$ cat src/rtl/mem_ctrl_arbiter_if.sv
// Bus bundle between the two caches, the arbiter and the single-port main-memory array.
// slave = arbiter side, master = caches plus memory array side.
interface mem_ctrl_arbiter_if #(
    parameter int BLOCK_ADDR_WIDTH = 29,
    parameter int BLOCK_DATA_WIDTH = 64
);
    logic                        icache_req_valid;
    logic                        icache_req_type;
    logic [BLOCK_ADDR_WIDTH-1:0] icache_req_block_addr;
    logic [BLOCK_DATA_WIDTH-1:0] icache_req_block_data;
    logic                        icache_req_ready;

    logic                        dcache_req_valid;
    logic                        dcache_req_type;
    logic [BLOCK_ADDR_WIDTH-1:0] dcache_req_block_addr;
    logic [BLOCK_DATA_WIDTH-1:0] dcache_req_block_data;
    logic                        dcache_req_ready;

    logic                        icache_resp_valid;
    logic                        dcache_resp_valid;
    logic [BLOCK_DATA_WIDTH-1:0] icache_resp_block_data;
    logic [BLOCK_DATA_WIDTH-1:0] dcache_resp_block_data;

    logic                        mem_en;
    logic                        mem_we;
    logic [BLOCK_ADDR_WIDTH-1:0] mem_addr;
    logic [BLOCK_DATA_WIDTH-1:0] mem_wdata;
    logic [BLOCK_DATA_WIDTH-1:0] mem_rdata;

    modport slave (
        input  icache_req_valid, icache_req_type, icache_req_block_addr, icache_req_block_data,
        input  dcache_req_valid, dcache_req_type, dcache_req_block_addr, dcache_req_block_data,
        input  mem_rdata,
        output icache_req_ready, dcache_req_ready,
        output icache_resp_valid, dcache_resp_valid,
        output icache_resp_block_data, dcache_resp_block_data,
        output mem_en, mem_we, mem_addr, mem_wdata
    );

    modport master (
        output icache_req_valid, icache_req_type, icache_req_block_addr, icache_req_block_data,
        output dcache_req_valid, dcache_req_type, dcache_req_block_addr, dcache_req_block_data,
        output mem_rdata,
        input  icache_req_ready, dcache_req_ready,
        input  icache_resp_valid, dcache_resp_valid,
        input  icache_resp_block_data, dcache_resp_block_data,
        input  mem_en, mem_we, mem_addr, mem_wdata
    );
endinterface

$ cat src/rtl/mem_ctrl_arbiter.sv
// Two-cache arbiter in front of a single-port synchronous memory array, one request in flight.
// Define MEM_CTRL_ARBITER_RR_EN for round-robin arbitration instead of strict icache priority.
module mem_ctrl_arbiter #(
    parameter int MEM_LATENCY      = 10,
    parameter int BLOCK_ADDR_WIDTH = 29,
    parameter int BLOCK_DATA_WIDTH = 64
) (
    input  logic               clk,
    input  logic               rst_aH,
    mem_ctrl_arbiter_if.slave  bus
);
    if (MEM_LATENCY < 2 || MEM_LATENCY > 255) begin : g_latency_check
        $error("mem_ctrl_arbiter: MEM_LATENCY must be in 2..255");
    end

    localparam logic [7:0] CNT_LOAD = 8'(MEM_LATENCY - 2);

    typedef enum logic [1:0] {IDLE, BUSY, RESP} state_t;

    state_t                      r_state;
    logic [7:0]                  r_cnt;
    logic                        r_grant_d;
    logic                        r_type;
    logic [BLOCK_ADDR_WIDTH-1:0] r_addr;
    logic [BLOCK_DATA_WIDTH-1:0] r_wdata;
    logic                        r_mem_en;
    logic                        r_resp_i;
    logic                        r_resp_d;

    logic                        w_idle;
    logic                        w_i_ready;
    logic                        w_d_ready;
    logic                        w_i_acc;
    logic                        w_d_acc;
    logic [BLOCK_DATA_WIDTH-1:0] w_resp_data;

    assign w_idle = (r_state == IDLE);

`ifdef MEM_CTRL_ARBITER_RR_EN
    logic r_last_grant_d;

    // Whoever was served last yields when both caches are asking.
    assign w_i_ready = w_idle & (~bus.dcache_req_valid | r_last_grant_d);
    assign w_d_ready = w_idle & (~bus.icache_req_valid | ~r_last_grant_d);

    always_ff @(posedge clk or posedge rst_aH) begin
        if (rst_aH) begin
            r_last_grant_d <= 1'b1;
        end else if (w_i_acc | w_d_acc) begin
            r_last_grant_d <= w_d_acc;
        end
    end
`else
    assign w_i_ready = w_idle;
    assign w_d_ready = w_idle & ~bus.icache_req_valid;
`endif

    assign w_i_acc = bus.icache_req_valid & w_i_ready;
    assign w_d_acc = bus.dcache_req_valid & w_d_ready;

    always_ff @(posedge clk or posedge rst_aH) begin
        if (rst_aH) begin
            r_state   <= IDLE;
            r_cnt     <= '0;
            r_grant_d <= 1'b0;
            r_type    <= 1'b0;
            r_addr    <= '0;
            r_wdata   <= '0;
            r_mem_en  <= 1'b0;
            r_resp_i  <= 1'b0;
            r_resp_d  <= 1'b0;
        end else begin
            case (r_state)
                IDLE: begin
                    if (w_i_acc | w_d_acc) begin
                        r_grant_d <= w_d_acc;
                        r_type    <= w_d_acc ? bus.dcache_req_type       : bus.icache_req_type;
                        r_addr    <= w_d_acc ? bus.dcache_req_block_addr : bus.icache_req_block_addr;
                        r_wdata   <= w_d_acc ? bus.dcache_req_block_data : bus.icache_req_block_data;
                        r_cnt     <= CNT_LOAD;
                        // With MEM_LATENCY==2 the array access is the very next cycle.
                        r_mem_en  <= (CNT_LOAD == 8'd0);
                        r_state   <= BUSY;
                    end
                end
                BUSY: begin
                    if (r_cnt == 8'd0) begin
                        r_mem_en <= 1'b0;
                        r_resp_i <= ~r_grant_d;
                        r_resp_d <= r_grant_d;
                        r_state  <= RESP;
                    end else begin
                        r_cnt    <= r_cnt - 8'd1;
                        r_mem_en <= (r_cnt == 8'd1);
                    end
                end
                RESP: begin
                    r_resp_i <= 1'b0;
                    r_resp_d <= 1'b0;
                    r_state  <= IDLE;
                end
                default: begin
                    r_mem_en <= 1'b0;
                    r_resp_i <= 1'b0;
                    r_resp_d <= 1'b0;
                    r_state  <= IDLE;
                end
            endcase
        end
    end

    assign bus.icache_req_ready = w_i_ready;
    assign bus.dcache_req_ready = w_d_ready;

    assign bus.mem_en    = r_mem_en;
    assign bus.mem_we    = r_mem_en & r_type;
    assign bus.mem_addr  = r_mem_en ? r_addr  : '0;
    assign bus.mem_wdata = r_mem_en ? r_wdata : '0;

    // Read data arrives from the array in the RESP cycle itself, so it is passed straight through.
    assign w_resp_data = r_type ? r_wdata : bus.mem_rdata;

    assign bus.icache_resp_valid      = r_resp_i;
    assign bus.dcache_resp_valid      = r_resp_d;
    assign bus.icache_resp_block_data = r_resp_i ? w_resp_data : '0;
    assign bus.dcache_resp_block_data = r_resp_d ? w_resp_data : '0;
endmodule

$ cat src/flat_wrapper.sv
// flat-port wrapper written by rule: the top's interface ports become plain ports
module mem_ctrl_arbiter_flat 
#(
    parameter int MEM_LATENCY      = 10,
    parameter int BLOCK_ADDR_WIDTH = 29,
    parameter int BLOCK_DATA_WIDTH = 64
)
  (clk, rst_aH, bus_icache_req_valid, bus_icache_req_type, bus_icache_req_block_addr, bus_icache_req_block_data, bus_dcache_req_valid, bus_dcache_req_type, bus_dcache_req_block_addr, bus_dcache_req_block_data, bus_mem_rdata, bus_icache_req_ready, bus_dcache_req_ready, bus_icache_resp_valid, bus_dcache_resp_valid, bus_icache_resp_block_data, bus_dcache_resp_block_data, bus_mem_en, bus_mem_we, bus_mem_addr, bus_mem_wdata);
  mem_ctrl_arbiter_if #(.BLOCK_ADDR_WIDTH(BLOCK_ADDR_WIDTH), .BLOCK_DATA_WIDTH(BLOCK_DATA_WIDTH)) bus_i ();
  input  logic clk;
  input  logic rst_aH;
  input wire logic [$bits(bus_i.icache_req_valid)-1:0] bus_icache_req_valid;
  input wire logic [$bits(bus_i.icache_req_type)-1:0] bus_icache_req_type;
  input wire logic [$bits(bus_i.icache_req_block_addr)-1:0] bus_icache_req_block_addr;
  input wire logic [$bits(bus_i.icache_req_block_data)-1:0] bus_icache_req_block_data;
  input wire logic [$bits(bus_i.dcache_req_valid)-1:0] bus_dcache_req_valid;
  input wire logic [$bits(bus_i.dcache_req_type)-1:0] bus_dcache_req_type;
  input wire logic [$bits(bus_i.dcache_req_block_addr)-1:0] bus_dcache_req_block_addr;
  input wire logic [$bits(bus_i.dcache_req_block_data)-1:0] bus_dcache_req_block_data;
  input wire logic [$bits(bus_i.mem_rdata)-1:0] bus_mem_rdata;
  output wire logic [$bits(bus_i.icache_req_ready)-1:0] bus_icache_req_ready;
  output wire logic [$bits(bus_i.dcache_req_ready)-1:0] bus_dcache_req_ready;
  output wire logic [$bits(bus_i.icache_resp_valid)-1:0] bus_icache_resp_valid;
  output wire logic [$bits(bus_i.dcache_resp_valid)-1:0] bus_dcache_resp_valid;
  output wire logic [$bits(bus_i.icache_resp_block_data)-1:0] bus_icache_resp_block_data;
  output wire logic [$bits(bus_i.dcache_resp_block_data)-1:0] bus_dcache_resp_block_data;
  output wire logic [$bits(bus_i.mem_en)-1:0] bus_mem_en;
  output wire logic [$bits(bus_i.mem_we)-1:0] bus_mem_we;
  output wire logic [$bits(bus_i.mem_addr)-1:0] bus_mem_addr;
  output wire logic [$bits(bus_i.mem_wdata)-1:0] bus_mem_wdata;
  assign bus_i.icache_req_valid = bus_icache_req_valid;
  assign bus_i.icache_req_type = bus_icache_req_type;
  assign bus_i.icache_req_block_addr = bus_icache_req_block_addr;
  assign bus_i.icache_req_block_data = bus_icache_req_block_data;
  assign bus_i.dcache_req_valid = bus_dcache_req_valid;
  assign bus_i.dcache_req_type = bus_dcache_req_type;
  assign bus_i.dcache_req_block_addr = bus_dcache_req_block_addr;
  assign bus_i.dcache_req_block_data = bus_dcache_req_block_data;
  assign bus_i.mem_rdata = bus_mem_rdata;
  assign bus_icache_req_ready = bus_i.icache_req_ready;
  assign bus_dcache_req_ready = bus_i.dcache_req_ready;
  assign bus_icache_resp_valid = bus_i.icache_resp_valid;
  assign bus_dcache_resp_valid = bus_i.dcache_resp_valid;
  assign bus_icache_resp_block_data = bus_i.icache_resp_block_data;
  assign bus_dcache_resp_block_data = bus_i.dcache_resp_block_data;
  assign bus_mem_en = bus_i.mem_en;
  assign bus_mem_we = bus_i.mem_we;
  assign bus_mem_addr = bus_i.mem_addr;
  assign bus_mem_wdata = bus_i.mem_wdata;
  mem_ctrl_arbiter #(.MEM_LATENCY(MEM_LATENCY), .BLOCK_ADDR_WIDTH(BLOCK_ADDR_WIDTH), .BLOCK_DATA_WIDTH(BLOCK_DATA_WIDTH)) u_core (.clk(clk), .rst_aH(rst_aH), .bus(bus_i));
endmodule
$ cat config.mk
export PLATFORM = sky130hd
export DESIGN_NAME = mem_ctrl_arbiter_flat
export DESIGN_NICKNAME = d
export VERILOG_FILES = /design/src/rtl/mem_ctrl_arbiter_if.sv /design/src/rtl/mem_ctrl_arbiter.sv /design/src/flat_wrapper.sv
export SDC_FILE = /design/constraint.sdc
export NUM_CORES = 1
export LEC_CHECK = 0
export ABC_AREA = 1
export ABC_CLOCK_PERIOD_IN_PS = 4400
export CAP_MARGIN = 15
export CORE_AREA = 3 3 186 188
export CTS_CLUSTER_SIZE = 16
export DETAILED_ROUTE_END_ITERATION = 6
export DIE_AREA = 0 0 189 191
export GPL_TIMING_DRIVEN = 0
export SETUP_SLACK_MARGIN = 0.15
export SLEW_MARGIN = 20
export SYNTH_ARGS = -nofsm -noshare
export SYNTH_HDL_FRONTEND = slang
export SYNTH_SLANG_ARGS = --single-unit
$ cat constraint.sdc
create_clock -name clk -period 4.4 [get_ports clk]
set_input_delay 0.66 -clock clk [delete_from_list [all_inputs] [get_ports clk]]
set_output_delay 0.66 -clock clk [all_outputs]
set_load 0.1 [all_outputs]
==> flow_summary.yaml <==
place:
  dp_hpwl_mm: 31.1
  dpl_worst_slack_ns: 0.295
  placed_area_mm2: 0.0126
  dp.cells: 2031
  routabilityCongestion: 0.890
  port_buffers: 481
pwr:
  leakage_nw: 6.07
  ir_worst_vdd_mv: 0.278
  power_mw: 9.17
  p_per_area_mw_per_mm2: 713
drt:
  ant_nets: 0
  wire_per_inst_um: 19.3
  routed_via_density: 4.58
  drc: 0
  drt-total-wl_mm: 39.5
  num_vias: 9383
  drtIter0Drc: 582
  firstDrtPassIters: 5
yosys:
  synth_compound_area_share_pct: 20.8
  synth.most_common_cell: "nand2_1"
  synthXorXnorAreaFrac_pct: 0.244
  synthFlopType: "dfrtp_1"
  synthDistinctLibCells: 22
  synth_seq_cells: 108
  synth_fa_ha_area_share_pct: 0.349
  synthMuxAreaShare_pct: 0
  async_flop_share_pct: 100
  ys_top_cells_by_area: "dfrtp_1, nand2_1, inv_1"
  synth_top_area_cell: "dfrtp_1"
  ys_seq_area_share_pct: 37.7
  syn_inst: 1101
  synth_top_area_share_pct: 37.7
  syn_area_mm2: 0.00717
  synth_area_per_cell_um2: 6.51
  yosysWarningCount: 0
  synth_common_cells: "nand2_1, inv_1, nor2_1, a21oi_1, dfrtp_1"
  synth_top_family_by_area: "simple AND/OR/NAND/NOR gates"
  syn_nets: 1359
  synth_edf_count: 0
  yosys.area_share.simple_pct: 26.6
setup_path:
  critical_path_class: "flip-flop to output pin"
  path_max_fanout: 10
  startpoint_type: "flip-flop"
  end_kind: "output pin"
  cp_data_arrival_time_ns: 3.47
  cp.required_ns: 3.74
status:
  status: "finished, final reports clean"
timing:
  fin_hold_ws_ns: 0.464
  grt_setup_unrepaired: "yes"
  clock.fmax_mhz: 242
  finalClockSkew_ns: 0.0165
  fin_ws_ns: 0.270
  setup_violations: 0
  maxSlewHeadroom_pct: 30.3
  fin_crit_sh_pct: 93.9
  finalCriticalPeriod_ns: 4.13
  fin_tns_setup_ns: 0
  drv_slew: 0
  tightest_slew_ns: 1.04
  finalHoldViolCount: 0
clock_tree:
  clk_pin_slew_ns: 0.09
  numCtsBuffers: 9
  clock-sinks: 108
  clockBufferDepth: 2
  post_cts_buffers: 0
  h-tree-depth: 3
  root_buffer: "clkbuf_16"
  cts_tree: "done"
  clock_latency_ns: 0.37
finish:
  multi_input_area_mm2: 0.00344
  fillers: 3593
  area_delta_synth_final_pct: 79.6
  seq_area_mm2: 0.00270
  layout.cells.non_filler: 2049
  final_nets: 1852
  drive_above_1_share_pct: 3.44
  final_util_pct: 38.7
  stdcell_area_mm2: 0.0129
global_route:
  first_global_vias: 9375
  grt-ovfl-total: 0
  grt_pass1_wl_mm: 57.5
  grt_max_degree: 71
  grt_usage_pct: 20.8
  antenna_found_initial: 2
floorplanning:
  fp.dieH_um: 191
  rows: 67
  dieArea_mm2: 0.0361
  fp.dieW_um: 189
  ios: 483
  start_util_pct: 21.5
  coreArea_mm2: 0.0333
min_path:
  worstHoldPathType: "flip-flop to flip-flop"
run:
  maxCapViolCount: 0
[repair_timing]
| action | CTS | global route |
|---|---|---|
| hold buffers | 0 | 0 |
| endpoints found under the setup margin | 43 | 23 |
| endpoints found under the hold margin | 0 | 0 |
| gates resized for setup | 34 | 6 |
[placed cells by master, fill, tap and decap left out, types with 2 or more instances in the layout]
cell / synthesis / final
clkdlybuf4s50_1: 0 / 443
nand2_1: 180 / 180
inv_1: 170 / 169
nor2_1: 169 / 169
a21oi_1: 124 / 124
dfrtp_1: 108 / 108
nand3_1: 103 / 103
o21ai_0: 75 / 75
a22oi_1: 64 / 64
clkbuf_1: 56 / 54
dlygate4sd2_1: 0 / 33
buf_2: 22 / 22
clkbuf_16: 0 / 9
buf_1: 6 / 7
dlymetal6s2s_1: 0 / 5
inv_2: 4 / 4
nor2_2: 3 / 3
nor2_4: 3 / 3
buf_4: 3 / 3
nand4_1: 3 / 3
diode_2: 0 / 2
xor2_1: 2 / 2
inv_6: 0 / 2
ha_1: 2 / 2
inv_8: 0 / 2
[layer usage]
metal / global-route usage, % / part of all wire, % / wire length [um]
met1: 25.6 / 41 / 16200
met3: 5.01 / 7.8 / 3060
met5: 0 / 0.033 / 13
met2: 36.2 / 49 / 19200
met4: 5.79 / 2.5 / 991
[report_power, final]
group	total [mW]	switching, mW	leakage [nW]	internal (mW)
Sequential	1.72	0.263	1.20	1.45
Clock	0.910	0.450	0.153	0.460
Combinational	6.55	5.01	4.72	1.54
[registers in the layout, summed over array words and instances, names as in the netlist]
signal and cells:
u_core.bus.mem_en 1, u_core.r_type 1, u_core.r_grant_d 1, u_core.bus.icache_resp_valid 1, u_core.r_cnt 8, u_core.r_wdata 64, u_core.r_addr 29, u_core.r_state 2
u_core.bus.dcache_resp_valid 1
[cell families (layout without fill, tap and decap cells)]
kind of cell    Yosys count  after routing
simple gates            462            462
compound gates          265            265
buf+inv                 262            760
flops                   108            108
fa+ha+maj                 2              2
xor+xnor                  2              2
other cells               0              2
[cell type report]
class                      count  area share, %
inverter                     174           5.11
sequential                   108           21.0
tap                          448           4.35
timing repair buffer         482           37.4
multi-input combinational    731           26.7
buffer                        88           2.94
antenna                        2         0.0389
clock buffer                   9           1.75
clock inverter                 7          0.729
[path summary, 6_finish.rpt]
check,start,end,slack (ns),cells after the start
max in group asynchronous,rst_aH,u_core.r_wdata[44],2.97,3
worst min-delay path,u_core.r_grant_d,u_core.bus.icache_resp_valid,0.46,1
min in group asynchronous,rst_aH,u_core.r_wdata[10],0.69,2
worst max register to register,u_core.r_type,u_core.r_type,2.11,4
worst max-delay path,u_core.r_type,bus_dcache_resp_block_data[1],0.27,6
worst min register to register,u_core.r_grant_d,u_core.bus.icache_resp_valid,0.46,1
[critical path, stage by stage, from the launching register on]
cell,delay (ns)
dfrtp_1,0.38
buf_1,0.69
clkbuf_1,0.53
nand2_1,0.17
o21ai_0,0.27
nor2_1,0.09
clkdlybuf4s50_1,0.99
No activity file was read; power rests on OpenSTA's default activity.
